===== config.mk =====
export PLATFORM = sky130hd
export DESIGN_NAME = memory_fill_fsm
export DESIGN_NICKNAME = d
export VERILOG_FILES = /design/src/rtl/memory_fill_fsm.sv
export SDC_FILE = /design/constraint.sdc
export NUM_CORES = 1
export LEC_CHECK = 0
export CAP_MARGIN = 20
export CELL_PAD_IN_SITES_DETAIL_PLACEMENT = 0
export CELL_PAD_IN_SITES_GLOBAL_PLACEMENT = 1
export CORE_UTILIZATION = 25
export CTS_BUF_LIST = sky130_fd_sc_hd__clkbuf_4
export DETAILED_ROUTE_END_ITERATION = 12
export PLACE_DENSITY = 0.63
export SYNTH_ARGS = -nofsm -noshare
export SYNTH_HDL_FRONTEND = slang
export SYNTH_SLANG_ARGS = --single-unit

===== constraint.sdc =====
create_clock -name clk -period 1.9 [get_ports clk]
set_input_delay 0.475 -clock clk [delete_from_list [all_inputs] [get_ports clk]]
set_output_delay 0.475 -clock clk [all_outputs]
set_load 0.02 [all_outputs]

===== src/rtl/memory_fill_fsm.sv =====
// memory_fill_fsm
// Upstream stage of the display buffer. Accepts a byte stream over valid/ready
// and writes one frame into the buffer RAM starting at address 0. A terminator
// byte ends the frame early and the remaining entries are padded; bytes beyond
// a full buffer are dropped and flagged. `done` tells the reader the buffer is
// complete and stays high until the next start.
module memory_fill_fsm #(
  parameter int unsigned       ADDR_W    = 8,
  parameter int unsigned       DATA_W    = 8,
  parameter logic [DATA_W-1:0] TERM_CHAR = DATA_W'(8'h0A),
  parameter logic [DATA_W-1:0] PAD_CHAR  = DATA_W'(8'h20)
) (
  input  logic              clk,
  input  logic              reset,
  input  logic              start,
  input  logic [DATA_W-1:0] in_data,
  input  logic              in_valid,
  output logic              in_ready,
  output logic              wr_en,
  output logic [ADDR_W-1:0] wr_addr,
  output logic [DATA_W-1:0] wr_data,
  output logic              busy,
  output logic              done,
  output logic [ADDR_W:0]   length,
  output logic              overflow
);

  // ptr/length carry one extra bit so a completely full buffer (DEPTH) is representable
  localparam int unsigned PTR_W = ADDR_W + 1;
  localparam int unsigned DEPTH = 32'd1 << ADDR_W;
  localparam logic [PTR_W-1:0] LAST_PTR = PTR_W'(DEPTH - 1);
  localparam logic [PTR_W-1:0] PTR_ONE  = PTR_W'(1);

  typedef enum logic [2:0] {
    S_IDLE  = 3'd0,
    S_FILL  = 3'd1,
    S_PAD   = 3'd2,
    S_DRAIN = 3'd3,
    S_DONE  = 3'd4
  } state_t;

  state_t              r_state;
  logic [PTR_W-1:0]    r_ptr;
  logic [PTR_W-1:0]    r_length;
  logic                r_overflow;
  logic                r_done;
  logic                r_busy;
  logic                r_wr_en;
  logic [ADDR_W-1:0]   r_wr_addr;
  logic [DATA_W-1:0]   r_wr_data;

  state_t              w_state_nxt;
  logic [PTR_W-1:0]    w_ptr_nxt;
  logic [PTR_W-1:0]    w_length_nxt;
  logic                w_overflow_nxt;
  logic                w_done_nxt;
  logic                w_busy_nxt;
  logic                w_wr_en_nxt;
  logic [ADDR_W-1:0]   w_wr_addr_nxt;
  logic [DATA_W-1:0]   w_wr_data_nxt;
  logic                w_in_ready;
  logic                w_xfer;
  logic                w_is_term;
  logic                w_last_slot;

  // Input handshake: the stream is consumed while filling and while draining a full buffer
  assign w_in_ready  = (r_state == S_FILL) || (r_state == S_DRAIN);
  assign w_xfer      = in_valid && w_in_ready;
  assign w_is_term   = (in_data == TERM_CHAR);
  assign w_last_slot = (r_ptr == LAST_PTR);

  // Next-state and next-output decode
  always_comb begin
    w_state_nxt    = r_state;
    w_ptr_nxt      = r_ptr;
    w_length_nxt   = r_length;
    w_overflow_nxt = r_overflow;
    w_done_nxt     = r_done;
    w_wr_en_nxt    = 1'b0;
    w_wr_addr_nxt  = r_wr_addr;
    w_wr_data_nxt  = r_wr_data;

    case (r_state)
      S_IDLE, S_DONE: begin
        if (start) begin
          w_state_nxt    = S_FILL;
          w_ptr_nxt      = '0;
          w_length_nxt   = '0;
          w_overflow_nxt = 1'b0;
          w_done_nxt     = 1'b0;
        end
      end

      S_FILL: begin
        if (w_xfer) begin
          if (w_is_term) begin
            // Terminator is consumed without a write; padding starts next cycle
            w_state_nxt = S_PAD;
          end else begin
            w_wr_en_nxt   = 1'b1;
            w_wr_addr_nxt = r_ptr[ADDR_W-1:0];
            w_wr_data_nxt = in_data;
            w_ptr_nxt     = r_ptr + PTR_ONE;
            w_length_nxt  = r_length + PTR_ONE;
            if (w_last_slot) begin
              w_state_nxt = S_DRAIN;
            end
          end
        end
      end

      S_PAD: begin
        // One pad write per cycle up to the last entry, which also completes the frame
        w_wr_en_nxt   = 1'b1;
        w_wr_addr_nxt = r_ptr[ADDR_W-1:0];
        w_wr_data_nxt = PAD_CHAR;
        w_ptr_nxt     = r_ptr + PTR_ONE;
        if (w_last_slot) begin
          w_state_nxt = S_DONE;
          w_done_nxt  = 1'b1;
        end
      end

      S_DRAIN: begin
        // Buffer is full: swallow bytes until the terminator arrives
        if (w_xfer) begin
          if (w_is_term) begin
            w_state_nxt = S_DONE;
            w_done_nxt  = 1'b1;
          end else begin
            w_overflow_nxt = 1'b1;
          end
        end
      end

      default: begin
        w_state_nxt = S_IDLE;
      end
    endcase

    w_busy_nxt = (w_state_nxt == S_FILL) || (w_state_nxt == S_PAD) ||
                 (w_state_nxt == S_DRAIN);
  end

  // State and output registers
  always_ff @(posedge clk or posedge reset) begin
    if (reset) begin
      r_state    <= S_IDLE;
      r_ptr      <= '0;
      r_length   <= '0;
      r_overflow <= 1'b0;
      r_done     <= 1'b0;
      r_busy     <= 1'b0;
      r_wr_en    <= 1'b0;
      r_wr_addr  <= '0;
      r_wr_data  <= '0;
    end else begin
      r_state    <= w_state_nxt;
      r_ptr      <= w_ptr_nxt;
      r_length   <= w_length_nxt;
      r_overflow <= w_overflow_nxt;
      r_done     <= w_done_nxt;
      r_busy     <= w_busy_nxt;
      r_wr_en    <= w_wr_en_nxt;
      r_wr_addr  <= w_wr_addr_nxt;
      r_wr_data  <= w_wr_data_nxt;
    end
  end

  assign in_ready = w_in_ready;
  assign wr_en    = r_wr_en;
  assign wr_addr  = r_wr_addr;
  assign wr_data  = r_wr_data;
  assign busy     = r_busy;
  assign done     = r_done;
  assign length   = r_length;
  assign overflow = r_overflow;

endmodule

**Word level (Yosys, flattened, before mapping)**

Index checks and enable logic that the tools add are counted.

- Add/sub/neg operators: 2
- Multiply operators: 0
- Divide/modulo/power cells: 0
- Order comparisons: 0
- Equality and inequality tests: 16
- Shift-type cells: 0
- Muxes and demuxes: 32
- Bitwise logic cells: 0
- Reduce and logical (&&, ||, !) cells: 16

Operators with widths:

| operator | count |
|---|---|
| 9-bit 2-to-1 mux | 5 |
| 8-bit 2-to-1 mux | 4 |
| 8-bit case mux with 2 select lines | 2 |
| 9-bit case mux with 3 select lines | 1 |
| 3-bit 2-to-1 mux | 7 |
| 9-bit by 1-bit adder with 9-bit output, second input constant | 2 |
| 9-bit case mux with 2 select lines | 1 |
| 2-bit != test, second input constant | 7 |
| 3-bit by 2-bit equality test with 1-bit output, second input constant | 4 |
| 3-bit case mux with 4 select lines | 1 |
| 4-bit AND reduction | 3 |
| 9-bit by 8-bit equality test with 1-bit output, second input constant | 1 |
| 8-bit by 4-bit equality test with 1-bit output, second input constant | 1 |
| 1-bit 2-to-1 mux | 8 |
| 3-bit by 1-bit equality test with 1-bit output, second input constant | 2 |
| 2-bit nonzero test | 3 |
| 3-bit nonzero test | 2 |
| 5-bit AND reduction | 1 |
| 1-bit case mux with 2 select lines | 2 |
| 3-bit equality test, second input constant | 1 |
| 3-bit zero test | 1 |
| 1-bit logical OR | 3 |
| 1-bit case mux with 3 select lines | 1 |
| 3-bit AND reduction | 1 |
| 2 further kinds | 2 |

- Register bits: 41
- Latch bits: 0
- RAM bits: 0
- Memory bits (read-only): 0
- Bits of input ports: 12
- Output and inout bits: 30
- Memories kept: 0

**Logic depth before layout (Yosys ltp)**

Gate-level depths: netlist (run 1).

- Depth after elaboration: 8
- Mapped depth: 7
- Depth with buffers taken out: 7

**Worst setup path after synthesis (run 1)**

OpenSTA, ideal clock, no wires.

- Path kind: input to register
- Start point: input port in_data[4]
- End point: register r_wr_addr[0], in the netlist wr_addr[0]
- Library setup time: 128 ps
- Arrival: 1781 ps
- Required time: 1772 ps
- Slack: -8 ps
- Stages on the path: 5
- Cell sequence: nor4_4 -> a21oi_2 -> nor2_2 -> buf_4 -> mux2_1

- Cells in the longest elaborated chain, start to end: 3

Ends and longest elaborated chain:

| element | RTL line | RTL |
|---|---|---|
| start, declared | 16 | `input logic [DATA_W-1:0] in_data,` |
| 8-bit by 4-bit equality test with 1-bit output | 69 | `assign w_is_term = (in_data == TERM_CHAR);` |
| 2-bit != test (no source line) | -- |  |
| 3-bit AND reduction (no source line) | -- |  |
| end signal, assigned | 165 | `r_wr_addr <= w_wr_addr_nxt;` |
| end, declared | 49 | `logic [ADDR_W-1:0] r_wr_addr;` |

No other way between the ends.
A chain may end at the register's enable or synchronous reset.

**Worst setup path in the final report (run 1)**

- Start point: input port in_data[3]
- End point: register r_wr_addr[2], in the netlist wr_addr[2]

Same word-level chain as after synthesis.

==> results.toml, run 1 <==
[cts]
clockRootBuffer = "clkbuf_4"
cts.sinks = 41
htreeDepth = 2
ctsHoldBuffers = 0
cts_tree = "done"
cts_made_buffers = 5
path_clk_slew_ns = 0.11
clkLatencyLatePin_ns = 0.34
cts_max_path_buffers = 2

[setup_path]
cp_cell_sequence = "clkdlybuf4s50_1 -> nor4bb_4 -> buf_6 -> a21oi_2 -> nor2_2 -> buf_6 -> mux2_2"
cp.required_ns = 2.13
critPathLaunch = "in_data[3]"
path_common_cell = "buf_6"
endpoint_kind = "flip-flop"
worstPathMaxFanout = 7
r2r-start = "r_state[2]$_DFF_PP0_"
slowest_stage = "clkdlybuf4s50_1"
arrival_ns = 2.07
worst_setup_path_start_kind = "primary input"
reg2reg_setup_slack_ns = 0.21
worst_path_largest_cell_delay_ns = 0.47
cp_top_family = "buffers and inverters"
path_buf_inv = 3
critPathKind = "in -> reg"

[drt]
first_pass_iters = 4
wl_per_cell_um = 13.8
vias = 1697
drt-total-wl_um = 5050
viasPerCell = 4.64
ant_nets = 0
drc_errors = 0
drtIter0Drc = 87

[place]
place_hpwl_um = 3700
gp_congestion = 0.773
port-buffer-count = 41
placed_area_sq_mm = 0.00273

[final_layout]
drive_gt1_share_pct = 20.1
nets = 279
nFillCells = 798
fin_area_sq_mm = 0.00281
n_antenna_cell = 0
area_delta_synth_final_pct = 38.2

[floorplan]
die_h_um = 92.1
design.core.area_sq_mm = 0.00781
pin_count = 42
initial_core_util_pct = 26.0
rows = 32
dieArea_sq_mm = 0.00849
die_w_um = 92.1

[timing]
relSlewSlack_pct = 68.3
period_needed_ns = 1.85
final_hold_viol_count = 0
drv_slew = 0
tightestPinTransition_ns = 0.475
fmaxAchievable_mhz = 542
period_share_pct = 97.2
tns_ns = 0
rsz0062_at_grt = "no"
skew_ns = 0.0120
setup_violations = 0

[synthesis]
synth_top_family_by_area = "simple AND/OR/NAND/NOR gates"
syn_nets = 213
synth_compound_area_share_pct = 13.2
ys.flop_type = "dfrtp_1"
synth.largest_area_cell = "dfrtp_1"
seq_area_frac_synth_pct = 50.5
synthMuxAreaShare_pct = 5.42
synthSimpleGateAreaFrac_pct = 22.9
synth_xor_area_share_pct = 2.16
synth_top_cell_area_share_pct = 50.5
synth.area.top_cells = "dfrtp_1 (51%), nand3_1 (5.7%), nand2_1 (5.5%)"
synthAdderAreaFrac_pct = 1.85
syn_avg_cell_area_sq_um = 10.3
synth_cells = 198
synth.distinct_cells = 46
synth_edf_count = 0
async_reset_ff_share_pct = 100
synth-seq-cells = 41
synth_warnings = 0
netlist_area_sq_mm = 0.00203

[power_and_ir_drop]
irDropWorstVdd_uv = 373
p_leak_nw = 1.26
p_per_area_mw_per_mm2 = 941

[grt]
grt_pass1_wl_um = 8330
globalRouteTotalUtil_pct = 12.7
antenna_found_initial = 0
grt_pass1_vias = 1665
overflow = 0
grt_max_degree = 42

[worst_hold_path]
hp-start = "in_data[2]"
hp-class = "in -> reg"

[job]
max_cap_violations = 0

[run_status]
status = "finished clean"
## layout make-up
type                    count  area [sq um]  share of cell area (%)
clock inverters             1          3.75                   0.134
repair buffers             68           634                    22.6
multi-input cells         140           938                    33.4
well taps                 102           128                    4.55
flip-flops and latches     41          1030                    36.6
inverters                   8          30.0                    1.07
clock buffers               6          45.0                    1.60
## worst register-to-register path: cells and delay by family, from the launching register on
family,cells,cell delay (ns)
flops,1,0.48
compound gates,2,0.40
simple gates,2,0.76
## kinds of logic (layout without fill, tap and decap cells)
family / Yosys count / count (layout)
and+or+nand+nor: 85 / 85
xor gates and xnor gates: 5 / 5
muxes: 10 / 10
buffers and inverters: 17 / 83
DFF: 41 / 41
adders and majority gates: 3 / 3
AOI/OAI and AO/OA: 37 / 37
## worst paths after layout
check / end / cells past startpoint
setup / recovery: wr_addr[2]$_DFFE_PP0P_ / 7
hold / removal: wr_data[2]$_DFFE_PP0P_ / 3
setup reg to reg: length[7]$_DFFE_PP0P_ / 4
hold reg to reg: r_ptr[8]$_DFFE_PP0P_ / 1
max in group asynchronous: r_state[2]$_DFF_PP0_ / 3
min in group asynchronous: wr_addr[6]$_DFFE_PP0P_ / 3
## where the power goes
group	internal, mW	switching [mW]	total [mW]
logic	0.464	0.512	0.977
clock network	0.149	0.264	0.413
registers	1.06	0.192	1.25
## synthesized netlist by cell type, types with 2 or more instances
library cell  instances
dfrtp_1              41
nor2_2                2
nand2b_1              3
a22oi_1               3
mux2i_1               2
nand3_1              23
ha_1                  3
nor3_1                3
clkbuf_1              2
xnor2_1               5
a2111oi_2             2
o31ai_1               2
inv_1                 7
nor2_1                9
nand4_1               2
or2_2                 3
a211oi_1              3
or4_1                 2
a41oi_1               2
buf_2                 5
mux2_2                3
o21ai_0               8
mux2_1                5
a21oi_1               4
nand2_1              30
o22ai_1               4
## layer usage
layer | GRT usage [%] | part of all wire [%]
met3 | 3.32 | 4.7
met2 | 19.3 | 44
met4 | 3.91 | 0.65
met1 | 17.6 | 50
met5 | 0 | 0
## placed cells by master, fill, tap and decap left out, types with 2 or more instances in the layout
master	n
a2111oi_2	2
or4_1	2
a22oi_1	3
dfrtp_1	40
xnor2_1	5
nor2_1	9
clkdlybuf4s50_1	33
a21oi_1	4
dlygate4sd2_1	5
o21ai_0	8
mux2_2	3
ha_1	3
nand3_1	23
buf_6	2
buf_4	24
nor3_1	3
a41oi_1	2
nand4_1	2
nand2b_1	3
mux2_1	5
nor2_2	2
inv_1	7
mux2i_1	2
or2_2	3
nand2_1	30
o31ai_1	2
dlymetal6s2s_1	3
o22ai_1	4
clkbuf_4	6
a211oi_1	3
## what timing repair did
item                       in CTS  in global routing
setup endpoints to repair       5                 19
buffers inserted                0                  1
resized for setup               5                  7
pin swaps                       0                  3
## registers in the layout (all words and copies together), names as in the netlist
signal    flops
overflow      1
wr_addr       8
wr_en         1
r_state       3
length        9
wr_data       8
busy          1
done          1
r_ptr         9
## per-stage QoR
stage	power, mW	utilization (%)	hold WS, ns	std cells	setup WS, ns
2_1_floorplan	1.77	-	0.458	198	0.0154
3_3_place_gp	2.27	35.0	0.470	358	-0.333
3_5_place_dp	2.27	35.0	0.481	358	-0.379
5_1_grt	2.81	35.9	0.447	366	0.00161
4_1_cts	2.68	35.5	0.481	365	0.00643
6_report	2.64	35.9	0.450	366	0.0540
No activity file was read; power rests on OpenSTA's default activity.
==> run 2, diff against run 1 <==
--- a/config.mk
+++ b/config.mk
@@ -12,6 +12,8 @@
 export CTS_BUF_LIST = sky130_fd_sc_hd__clkbuf_4
 export DETAILED_ROUTE_END_ITERATION = 12
 export PLACE_DENSITY = 0.63
+export SETUP_SLACK_MARGIN = 0.5
+export SKIP_LAST_GASP = 1
 export SYNTH_ARGS = -nofsm -noshare
 export SYNTH_HDL_FRONTEND = slang
 export SYNTH_SLANG_ARGS = --single-unit
==> results.toml, run 2 (synthesized netlist as in run 1, its figures left out) <==
[grt]
grt_max_degree = 28
antenna_found_initial = 0
grt_pass1_wl_um = 9430
overflow = 0
grt_pass1_vias = 1922
globalRouteTotalUtil_pct = 14.2

[place]
place_hpwl_um = 3730
placed_area_sq_mm = 0.00281
gp_congestion = 0.781
port-buffer-count = 41

[cts]
htreeDepth = 2
cts_max_path_buffers = 2
cts_tree = "done"
cts_made_buffers = 5
cts.sinks = 41
clkLatencyLatePin_ns = 0.36
clockRootBuffer = "clkbuf_4"
path_clk_slew_ns = 0.13

[final_layout]
fin_area_sq_mm = 0.00374
final_common_cell = "buf_4"
nets = 340
drive_gt1_share_pct = 64.6
final_cell_mix = "buf_4 (63), buf_6 (47), dfrtp_1 (37)"
area_delta_synth_final_pct = 84.4
n_antenna_cell = 0

[timing]
tightestPinTransition_ns = 0.487
setup_violations = 0
relSlewSlack_pct = 67.6
rsz0062_at_grt = "yes"
period_needed_ns = 1.62
skew_ns = 0.0121
fmaxAchievable_mhz = 617
final_hold_viol_count = 0
period_share_pct = 85.3
drv_slew = 0

[drt]
drtIter0Drc = 49
wl_per_cell_um = 13.7
viasPerCell = 4.51
drc_errors = 0
first_pass_iters = 4
drt-total-wl_um = 5870
vias = 1926
ant_nets = 0

[power_and_ir_drop]
seq_power_share_pct = 34.9
internal-power_mw = 2.30
p_switching_mw = 1.23
p_clk_share_pct = 16.0
p_per_area_mw_per_mm2 = 942
p_leak_nw = 1.72
irDropWorstVdd_uv = 362
power.share.switching_pct = 34.7
totalPowerFinal_mw = 3.53
comb_power_share_pct = 49.1

[setup_path]
worstPathMaxFanout = 5
critPathKind = "reg -> reg"
arrival_ns = 1.91
cp.required_ns = 2.19
worst_setup_path_start_kind = "flip-flop"
endpoint_kind = "flip-flop"

[worst_hold_path]
hp-class = "in -> reg"

[run_status]
status = "finished clean"

[job]
max_cap_violations = 0

[floorplan]
dieArea_sq_mm = 0.00849
rows = 32
design.core.area_sq_mm = 0.00781
die_w_um = 92.1
pin_count = 42
die_h_um = 92.1
initial_core_util_pct = 26.0
run 2: cell types whose count changed in the layout (fill, tap and decap cells not counted), moves of 10 or more:
cell,before,now
buf_6,2,47
buf_4,24,63
clkdlybuf4s50_1,33,1
nand2_1,30,15
nand3_1,23,12
nand3_2,0,11
nand2_2,0,10
run 2: worst max-delay path: stages, from the launching register on:
cell	delay, ns
dfrtp_1	0.43
nand4bb_4	0.28
a21o_4	0.25
or4_1	0.46
a21oi_1	0.14
run 2: layer usage:
metal / track usage [%] / part of all wire (%)
met5: 0 / 0
met4: 3.13 / 0.60
met3: 2.74 / 2.7
met2: 24.1 / 51
met1: 18.6 / 46
run 2: area by class of cell:
class	count	area, sq um
tap	102	128
sequential	41	1030
inverter	8	33.8
fill	751	4060
timing repair buffer	128	1190
multi-input combinational	141	1290
clock inverter	2	35.0
clock buffer	5	37.5
run 2: repair_timing:
action	in CTS	in global routing
pin swaps	18	31
setup endpoints to repair	71	69
buffers inserted	44	20
hold buffers	0	0
resized for setup	201	90
gates cloned	1	0
run 2: final timing paths:
| check | slack (ns) | end | from | cells after the start |
|---|---|---|---|---|
| setup / recovery | 0.28 | length[5]$_DFFE_PP0P_ | r_state[2]$_DFF_PP0_ | 4 |
| hold / removal | 0.35 | wr_data[2]$_DFFE_PP0P_ | in_data[2] | 3 |
| setup reg to reg | 0.28 | length[5]$_DFFE_PP0P_ | r_state[2]$_DFF_PP0_ | 4 |
| hold reg to reg | 0.53 | wr_addr[1]$_DFFE_PP0P_ | wr_addr[1]$_DFFE_PP0P_ | 1 |
| max in group asynchronous | 1.00 | r_ptr[3]$_DFFE_PP0P_ | reset | 3 |
| min in group asynchronous | 0.45 | length[8]$_DFFE_PP0P_ | reset | 2 |
run 2: through the flow:
step / TNS, ns / setup slack [ns] / hold slack, ns / util (%) / instances
after floorplan: 0 / 0.0378 / 0.460 / - / 198
after global placement: -7.87 / -0.337 / 0.480 / 36.0 / 355
after detailed placement: -8.78 / -0.377 / 0.482 / 36.0 / 355
after CTS: 0 / 0.261 / 0.431 / 42.3 / 407
after global routing: 0 / 0.208 / 0.352 / 48.0 / 427
final: 0 / 0.279 / 0.353 / 48.0 / 427
run 2: power by group through the flow:
stage               Clock [mW]  Sequential (mW)  Combinational (mW)
floorplan                    0             1.40               0.435
finish                   0.564             1.23                1.73
global placement             0             1.27                1.02
CTS                      0.584             1.20                1.40
global route             0.613             1.25                1.85
detailed placement           0             1.27                1.03
